[src/rtl/uart_rx_fifo.sv]
// 8N1 UART receiver with a small read-enable FIFO for received bytes.
// Optional even-parity checking and parity_err port: define UART_RX_PARITY_EN.
module uart_rx_fifo #(
    parameter int CLKS_PER_BIT = 104,
    parameter int DATA_BITS    = 8,
    parameter int FIFO_DEPTH   = 4
) (
    input  logic                          clk,
    input  logic                          rst_n,
    input  logic                          rx,
    input  logic                          rd_en,
    output logic [DATA_BITS-1:0]          rxout,
    output logic                          valid,
    output logic [$clog2(FIFO_DEPTH):0]   count,
    output logic                          rxdone,
    output logic                          frame_err,
`ifdef UART_RX_PARITY_EN
    output logic                          parity_err,
`endif
    output logic                          overrun
);

    localparam int CW = $clog2(CLKS_PER_BIT);
    localparam int BW = $clog2(DATA_BITS + 1);
    localparam int AW = $clog2(FIFO_DEPTH);

    localparam logic [CW-1:0] CYC_LAST = CW'(CLKS_PER_BIT - 1);
    localparam logic [CW-1:0] CYC_HALF = CW'(CLKS_PER_BIT / 2 - 1);
    localparam logic [BW-1:0] BIT_LAST = BW'(DATA_BITS - 1);
    localparam logic [AW:0]   CNT_FULL = (AW + 1)'(FIFO_DEPTH);

    typedef enum logic [2:0] {
        IDLE,
        START,
        DATA,
`ifdef UART_RX_PARITY_EN
        PARITY,
`endif
        STOP,
        WAIT_IDLE
    } state_t;

    state_t               state;
    logic                 rx_m, rx_s;
    logic [CW-1:0]        cyc;
    logic [BW-1:0]        bitn;
    logic [DATA_BITS-1:0] shreg;
    logic                 par_bad;

    // NOTE: synchronizer flops reset to the idle line level so reset release cannot fake a start bit.
    always_ff @(posedge clk) begin
        if (!rst_n) begin
            rx_m <= 1'b1;
            rx_s <= 1'b1;
        end else begin
            rx_m <= rx;
            rx_s <= rx_m;
        end
    end

`ifndef UART_RX_PARITY_EN
    assign par_bad = 1'b0;
`endif

    always_ff @(posedge clk) begin
        if (!rst_n) begin
            state     <= IDLE;
            cyc       <= '0;
            bitn      <= '0;
            shreg     <= '0;
            frame_err <= 1'b0;
`ifdef UART_RX_PARITY_EN
            par_bad    <= 1'b0;
            parity_err <= 1'b0;
`endif
        end else begin
            frame_err <= 1'b0;
`ifdef UART_RX_PARITY_EN
            parity_err <= 1'b0;
`endif
            case (state)
                IDLE: begin
                    if (!rx_s) begin
                        state <= START;
                        cyc   <= '0;
                    end
                end
                START: begin
                    if (cyc == CYC_HALF) begin
                        cyc   <= '0;
                        bitn  <= '0;
                        state <= rx_s ? IDLE : DATA;
                    end else begin
                        cyc <= cyc + 1'b1;
                    end
                end
                DATA: begin
                    if (cyc == CYC_LAST) begin
                        cyc   <= '0;
                        shreg <= {rx_s, shreg[DATA_BITS-1:1]};
                        bitn  <= bitn + 1'b1;
                        if (bitn == BIT_LAST) begin
`ifdef UART_RX_PARITY_EN
                            state <= PARITY;
`else
                            state <= STOP;
`endif
                        end
                    end else begin
                        cyc <= cyc + 1'b1;
                    end
                end
`ifdef UART_RX_PARITY_EN
                PARITY: begin
                    if (cyc == CYC_LAST) begin
                        cyc     <= '0;
                        par_bad <= ^{shreg, rx_s};
                        state   <= STOP;
                    end else begin
                        cyc <= cyc + 1'b1;
                    end
                end
`endif
                STOP: begin
                    if (cyc == CYC_LAST) begin
                        cyc <= '0;
                        if (!rx_s) begin
                            frame_err <= 1'b1;
                            state     <= WAIT_IDLE;
                        end else begin
`ifdef UART_RX_PARITY_EN
                            parity_err <= par_bad;
`endif
                            state <= IDLE;
                        end
                    end else begin
                        cyc <= cyc + 1'b1;
                    end
                end
                WAIT_IDLE: begin
                    // A break holds the line low; only its release re-arms start detection.
                    if (rx_s) state <= IDLE;
                end
                default: state <= IDLE;
            endcase
        end
    end

    // Good stop bit sampled this cycle; the FIFO decides on the same edge the FSM leaves STOP.
    logic push_req, pop, full, push_ok;
    assign push_req = (state == STOP) && (cyc == CYC_LAST) && rx_s && !par_bad;
    assign full     = (count == CNT_FULL);
    assign pop      = rd_en && valid;
    assign push_ok  = push_req && (!full || pop);

    logic [DATA_BITS-1:0] mem [FIFO_DEPTH];
    logic [AW-1:0]        wr_ptr, rd_ptr;

    // NOTE: storage is not reset; count gates what is visible, so stale entries are never read.
    always_ff @(posedge clk) begin
        if (push_ok) mem[wr_ptr] <= shreg;
    end

    always_ff @(posedge clk) begin
        if (!rst_n) begin
            wr_ptr  <= '0;
            rd_ptr  <= '0;
            count   <= '0;
            rxdone  <= 1'b0;
            overrun <= 1'b0;
        end else begin
            rxdone  <= push_ok;
            overrun <= push_req && !push_ok;
            if (push_ok) wr_ptr <= wr_ptr + 1'b1;
            if (pop)     rd_ptr <= rd_ptr + 1'b1;
            case ({push_ok, pop})
                2'b10:   count <= count + 1'b1;
                2'b01:   count <= count - 1'b1;
                default: count <= count;
            endcase
        end
    end

    assign valid = (count != '0);
    assign rxout = valid ? mem[rd_ptr] : '0;

endmodule

[config.mk]
export PLATFORM = sky130hd
export DESIGN_NAME = uart_rx_fifo
export DESIGN_NICKNAME = d
export VERILOG_FILES = /design/src/rtl/uart_rx_fifo.sv
export SDC_FILE = /design/constraint.sdc
export NUM_CORES = 1
export LEC_CHECK = 0
export ABC_AREA = 1
export CAP_MARGIN = 20
export CELL_PAD_IN_SITES_DETAIL_PLACEMENT = 1
export CELL_PAD_IN_SITES_GLOBAL_PLACEMENT = 2
export CORE_ASPECT_RATIO = 0.8
export CORE_MARGIN = 8
export CORE_UTILIZATION = 25
export CTS_BUF_LIST = sky130_fd_sc_hd__clkbuf_4
export CTS_CLUSTER_SIZE = 20
export DETAILED_ROUTE_END_ITERATION = 10
export PLACE_DENSITY_LB_ADDON = 0.1
export SLEW_MARGIN = 15
export SYNTH_ARGS = -nofsm -noshare
export SYNTH_HDL_FRONTEND = slang
export SYNTH_SLANG_ARGS = --single-unit
[constraint.sdc]
create_clock -name clk -period 2.24 [get_ports clk]
set_input_delay 0.448 -clock clk [delete_from_list [all_inputs] [get_ports clk]]
set_output_delay 0.448 -clock clk [all_outputs]
set_load 0.01 [all_outputs]
Word level (Yosys, flattened, before mapping)
Memories as Yosys holds them, arrays and structs flattened. A register that Yosys moved wholly into a read port is not among the register bits.
Index checks and enable logic that the tools add are counted.
W data, S select, Z words.
Storage, ports and cells
  register bits: 34
  memory bits (writable): 32
  bits of input ports: 4
  output and inout bits: 15
  word-level logic and storage cells: 77
  memories: 1
Cells by class
  $add $sub $neg: 6
  eq/ne operators: 16
  mux-type cells: 23
  reductions and logical operators: 19
Memories
  mem: words 4, width 8, read ports 1, clocked after Yosys merged registers in 1, write ports 1, RTL line 156  | logic [DATA_BITS-1:0] mem [FIFO_DEPTH];
Operators with widths (number)
  $mux W3: 7
  $mux W7: 3
  $pmux W7 S3: 1
  $pmux W3 S5: 1
  $ne A2 B2 Y1 const B: 6
  $mux W4: 2
  $mux W8: 1
  $pmux W4 S2: 1
  $add A7 B1 Y7 const B: 1
  $eq A7 B6 Y1 const B: 1
  $eq A7 B7 Y1 const B: 1
  $eq A3 B2 Y1 const B: 2
  $eq A3 B3 Y1 const B: 2
  $mux W2: 3
  $pmux W3 S2: 1
  $reduce_and A3 Y1: 2
  $reduce_and A6 Y1: 1
  $reduce_bool A3 Y1: 2
  $logic_and A1 B1 Y1: 5
  $add A2 B1 Y2 const B: 2
  $add A4 B1 Y4 const B: 1
  $eq A4 B3 Y1 const B: 1
  $reduce_and A2 Y1: 2
  $reduce_bool A2 Y1: 2
  10 further kinds: 13

Depth between registers and ports, before layout
  word-level depth: 6
  gate-level depth with buffers: 13

Least setup slack after synthesis
Ideal clock, no wire load.
  kind: flip-flop to flip-flop
  start: reg cyc[0]
  end: mem mem[0][0], enable pin
  setup time: 0.371 ns
  arrival time: 1.477 ns
  required time: 1.869 ns
  setup slack: 0.393 ns
  cell stages (with the launch flop): 8
  buffers on the path: 0
  period minus slack after synthesis: 1.847 ns
  cells stage by stage: dfxtp_1 > ha_1 > nand2_1 > nor2_1 > nand2_1 > nor2_1 > nand2_1 > nor2_1
Between the ends
  longest elaborated chain between the ends: 6
Ends and longest elaborated chain
  start: declaration: RTL line 45  | logic [CW-1:0] cyc;
  start signal: assignment: RTL line 94  | cyc <= cyc + 1'b1;
  start signal: assignment: RTL line 110  | cyc <= cyc + 1'b1;
  start signal: assignment: RTL line 137  | cyc <= cyc + 1'b1;
  $eq A7 B7 Y1: RTL line 151  | assign push_req = (state == STOP) && (cyc == CYC_LAST) && rx_s && !par_bad;
  $logic_and A1 B1 Y1 (2 in a row): RTL line 151
  $logic_and A1 B1 Y1: RTL line 154  | assign push_ok = push_req && (!full || pop);
  $mux W1: RTL line 161  | if (push_ok) mem[wr_ptr] <= shreg;
  $mux W1 (implied by the code): RTL line 161
  end: declaration: RTL line 156
No other way between the ends.

==> flow_summary.json <==
{
  "status": "complete, no violations",
  "grt_max_degree": 19,
  "drv_cap": 0,
  "nNetsFinal": 374,
  "setup_total_negative_slack_ns": 0,
  "portBuffers": 18,
  "setup.worst_path.end_class": "output port",
  "total_power_mw": 3.499,
  "post_synth_num_cell_types": 31,
  "via_density_per_instance": 4.393,
  "grt_util_all_layers_pct": 10.28,
  "dominantRegCellSynth": "dfxtp_1",
  "drtIter0Drc": 79,
  "cts.path.max_buffers": 2,
  "timing.slew.headroom_pct": 74.30,
  "total_clock_buffers_created_by_cts": 9,
  "grt_util_met3_pct": 3.571,
  "finalSetupViolations": 0,
  "placement.setup.worst_slack_ns": 0.1437,
  "drive_above_1_share_pct": 16.03,
  "post-route-period-util_pct": 94.77,
  "fin_worst_skew_ns": 0.01085,
  "synth_cell_area_um2": 2913,
  "fp.dieArea_um2": 15380,
  "rsz0062_at_grt": "no",
  "synthToLayoutAreaGrowth_pct": 20.23,
  "tightestPinTransition_ns": 0.3854,
  "power.static_leakage_nw": 1.387,
  "postSynthAreaPerCell_um2": 8.990,
  "total_overflow_reported_by_the_global_router": 0,
  "grt_first_pass_wirelength_um": 12140,
  "boundaryPins": 19,
  "yosysSeqAreaShare_pct": 57.73,
  "drt.antenna.violating_nets": 0,
  "cts_tree": "done",
  "timing.critical_path.required_ns": 1.79,
  "post-synth-top-count-cell": "nor2_1",
  "timing.final.hold_violations": 0,
  "min-delay-path-class": "flop to flop",
  "synthesis.nets": 335,
  "slew_violations": 0,
  "globalRouteMet1Util_pct": 13.22,
  "synthDominantCellAreaShare_pct": 32.99,
  "synth_top_area_cell": "edfxtp_1",
  "fmax_mhz": 471.1,
  "die_h_um": 112.5,
  "cp.arrival_ns": 1.67,
  "detail_route.wirelength_um": 7458,
  "drt_first_pass_iters": 4,
  "antenna_violations_before_repair": 0,
  "clock_sinks": 68,
  "floorplan.rows": 35,
  "diodes": 0,
  "cts.htree.levels": 3,
  "synth-seq-cells": 68,
  "detailed_place_hpwl_um": 5345,
  "global_route.peak_usage_layer": "met2",
  "synthTopCellsByArea": "edfxtp_1 (33%), dfxtp_1 (25%), nor2_1 (8.8%), o21ai_0 (5.3%), nand2_1 (5.0%)",
  "final_core_utilization_pct": 30.64,
  "worst_ir_drop_vdd_mv": 0.2342,
  "synth_enable_flop_cells": 32,
  "layout_setup_ws_ns": 0.1171,
  "weighted_congestion_at_the_end_of_routability_driven_global_placement": 0.7463,
  "die_x_um": 136.7,
  "post-route-drc-count": 0,
  "worst_setup_hold_path_clk_slew_ns": 0.12,
  "grt_use_met2_pct": 15.43,
  "num-fill-cells": 1356,
  "core_area_um2": 11430,
  "synth-async-reset-ratio_pct": 0,
  "worst-path-max-fanout": 6,
  "clock_insertion_delay_worst_skew_ns": 0.43,
  "critPathKind": "flop to output port",
  "yosysWarnings": 0,
  "timing.final.crit_period_ns": 2.123,
  "clk_root_buffer_cell": "clkbuf_4",
  "num_vias": 2267,
  "cellPowerDensity_nw_per_um2": 999.2,
  "vias_in_the_first_global_route": 2293,
  "kind_of_launch_point_of_the_worst_setup_path": "flop",
  "cell_types_with_the_highest_counts_after_synthesis": "nor2_1 (68), nand2_1 (39), dfxtp_1 (36)",
  "post_drt_wl_per_cell_um": 14.45,
  "effective_utilization_at_floorplan_pct": 25.48,
  "syn-instance-count": 324
}
==> report_power, final <==
group / total (mW) / internal [mW] / leakage [nW] / switching, mW
Combinational: 1.37 / 0.553 / 0.664 / 0.817
Clock: 0.682 / 0.229 / 0.0573 / 0.453
Sequential: 1.45 / 1.38 / 0.665 / 0.0717
Total: 3.50 / 2.16 / 1.39 / 1.34
==> worst max-delay path, cell delays in order (launching register included) <==
cell,delay [ns]
dfxtp_2,0.37
clkinvlp_4,0.15
buf_12,0.16
nor2_1,0.08
o21ai_0,0.08
a21oi_1,0.12
dlygate4sd2_1,0.28
==> sequential cells by signal, indices dropped and copies added, names as in the netlist, named ones only <==
signal and count:
mem 32, shreg 8, cyc 7, bitn 4, count 3, state 3, rd_ptr 2, wr_ptr 2
frame_err 1, overrun 1, rx_m 1, rx_s 1, rxdone 1
==> cell type report <==
cell class	count	area, µm²	area share, %
Sequential cell	68	1687	48.16
Multi-Input combinational cell	217	1087	31.05
Timing Repair Buffer	36	315.3	9.003
Tap cell	148	185.2	5.288
Inverter	31	120.1	3.430
Clock buffer	10	75.07	2.144
Clock inverter	6	32.53	0.9289
==> timing repair <==
item                                    4_1_cts  5_1_grt
gates cloned                                  0        0
endpoints found under the setup margin        8       40
gates resized for setup                      12       12
hold buffers                                  0        0
setup buffers                                 1        0
==> cell families (layout without fill, tap and decap cells) <==
| kind of cell | Yosys count | after routing | share of synthesized area [%] |
|---|---|---|---|
| flops | 68 | 68 | 57.73 |
| buf+inv | 39 | 83 | 5.197 |
| fa+ha+maj | 7 | 7 | 3.265 |
| compound gates | 61 | 61 | 11.08 |
| xor+xnor | 3 | 3 | 0.9022 |
| simple gates | 146 | 146 | 21.82 |
==> per-layer routing <==
| metal | share of wire [%] | wire [µm] |
|---|---|---|
| met5 | 0 | 0 |
| met4 | 1.5 | 114 |
| met3 | 3.5 | 261 |
| met2 | 45 | 3369 |
| met1 | 50 | 3711 |
==> final timing paths <==
| path | cells after the start | startpoint | slack (ns) | to |
|---|---|---|---|---|
| worst min register to register | 1 | rx_m | 0.42 | rx_s |
| worst min-delay path | 1 | rx_m | 0.42 | rx_s |
| worst max-delay path | 6 | flop | 0.12 | rxout[4] |
| worst max register to register | 12 | cyc[0] | 0.25 | count[2] |
==> through the flow <==
step,instances,hold slack (ns),area [µm²]
3_3_place_gp,499,0.3991,3383
2_1_floorplan,324,0.3925,2913
5_1_grt,516,0.4521,3502
4_1_cts,516,0.4210,3510
3_5_place_dp,499,0.4025,3383
6_report,516,0.4202,3502
==> placed cells by master (no fill, tap or decap), types with 10 or more instances in the layout <==
| master | instances |
|---|---|
| o21ai_0 | 31 |
| clkbuf_4 | 10 |
| buf_4 | 16 |
| nor2_1 | 67 |
| edfxtp_1 | 32 |
| clkdlybuf4s50_1 | 10 |
| inv_1 | 26 |
| nand2_1 | 37 |
| nand3_1 | 18 |
| a21oi_1 | 27 |
| dfxtp_1 | 34 |
(Power assumes the default switching activity.)
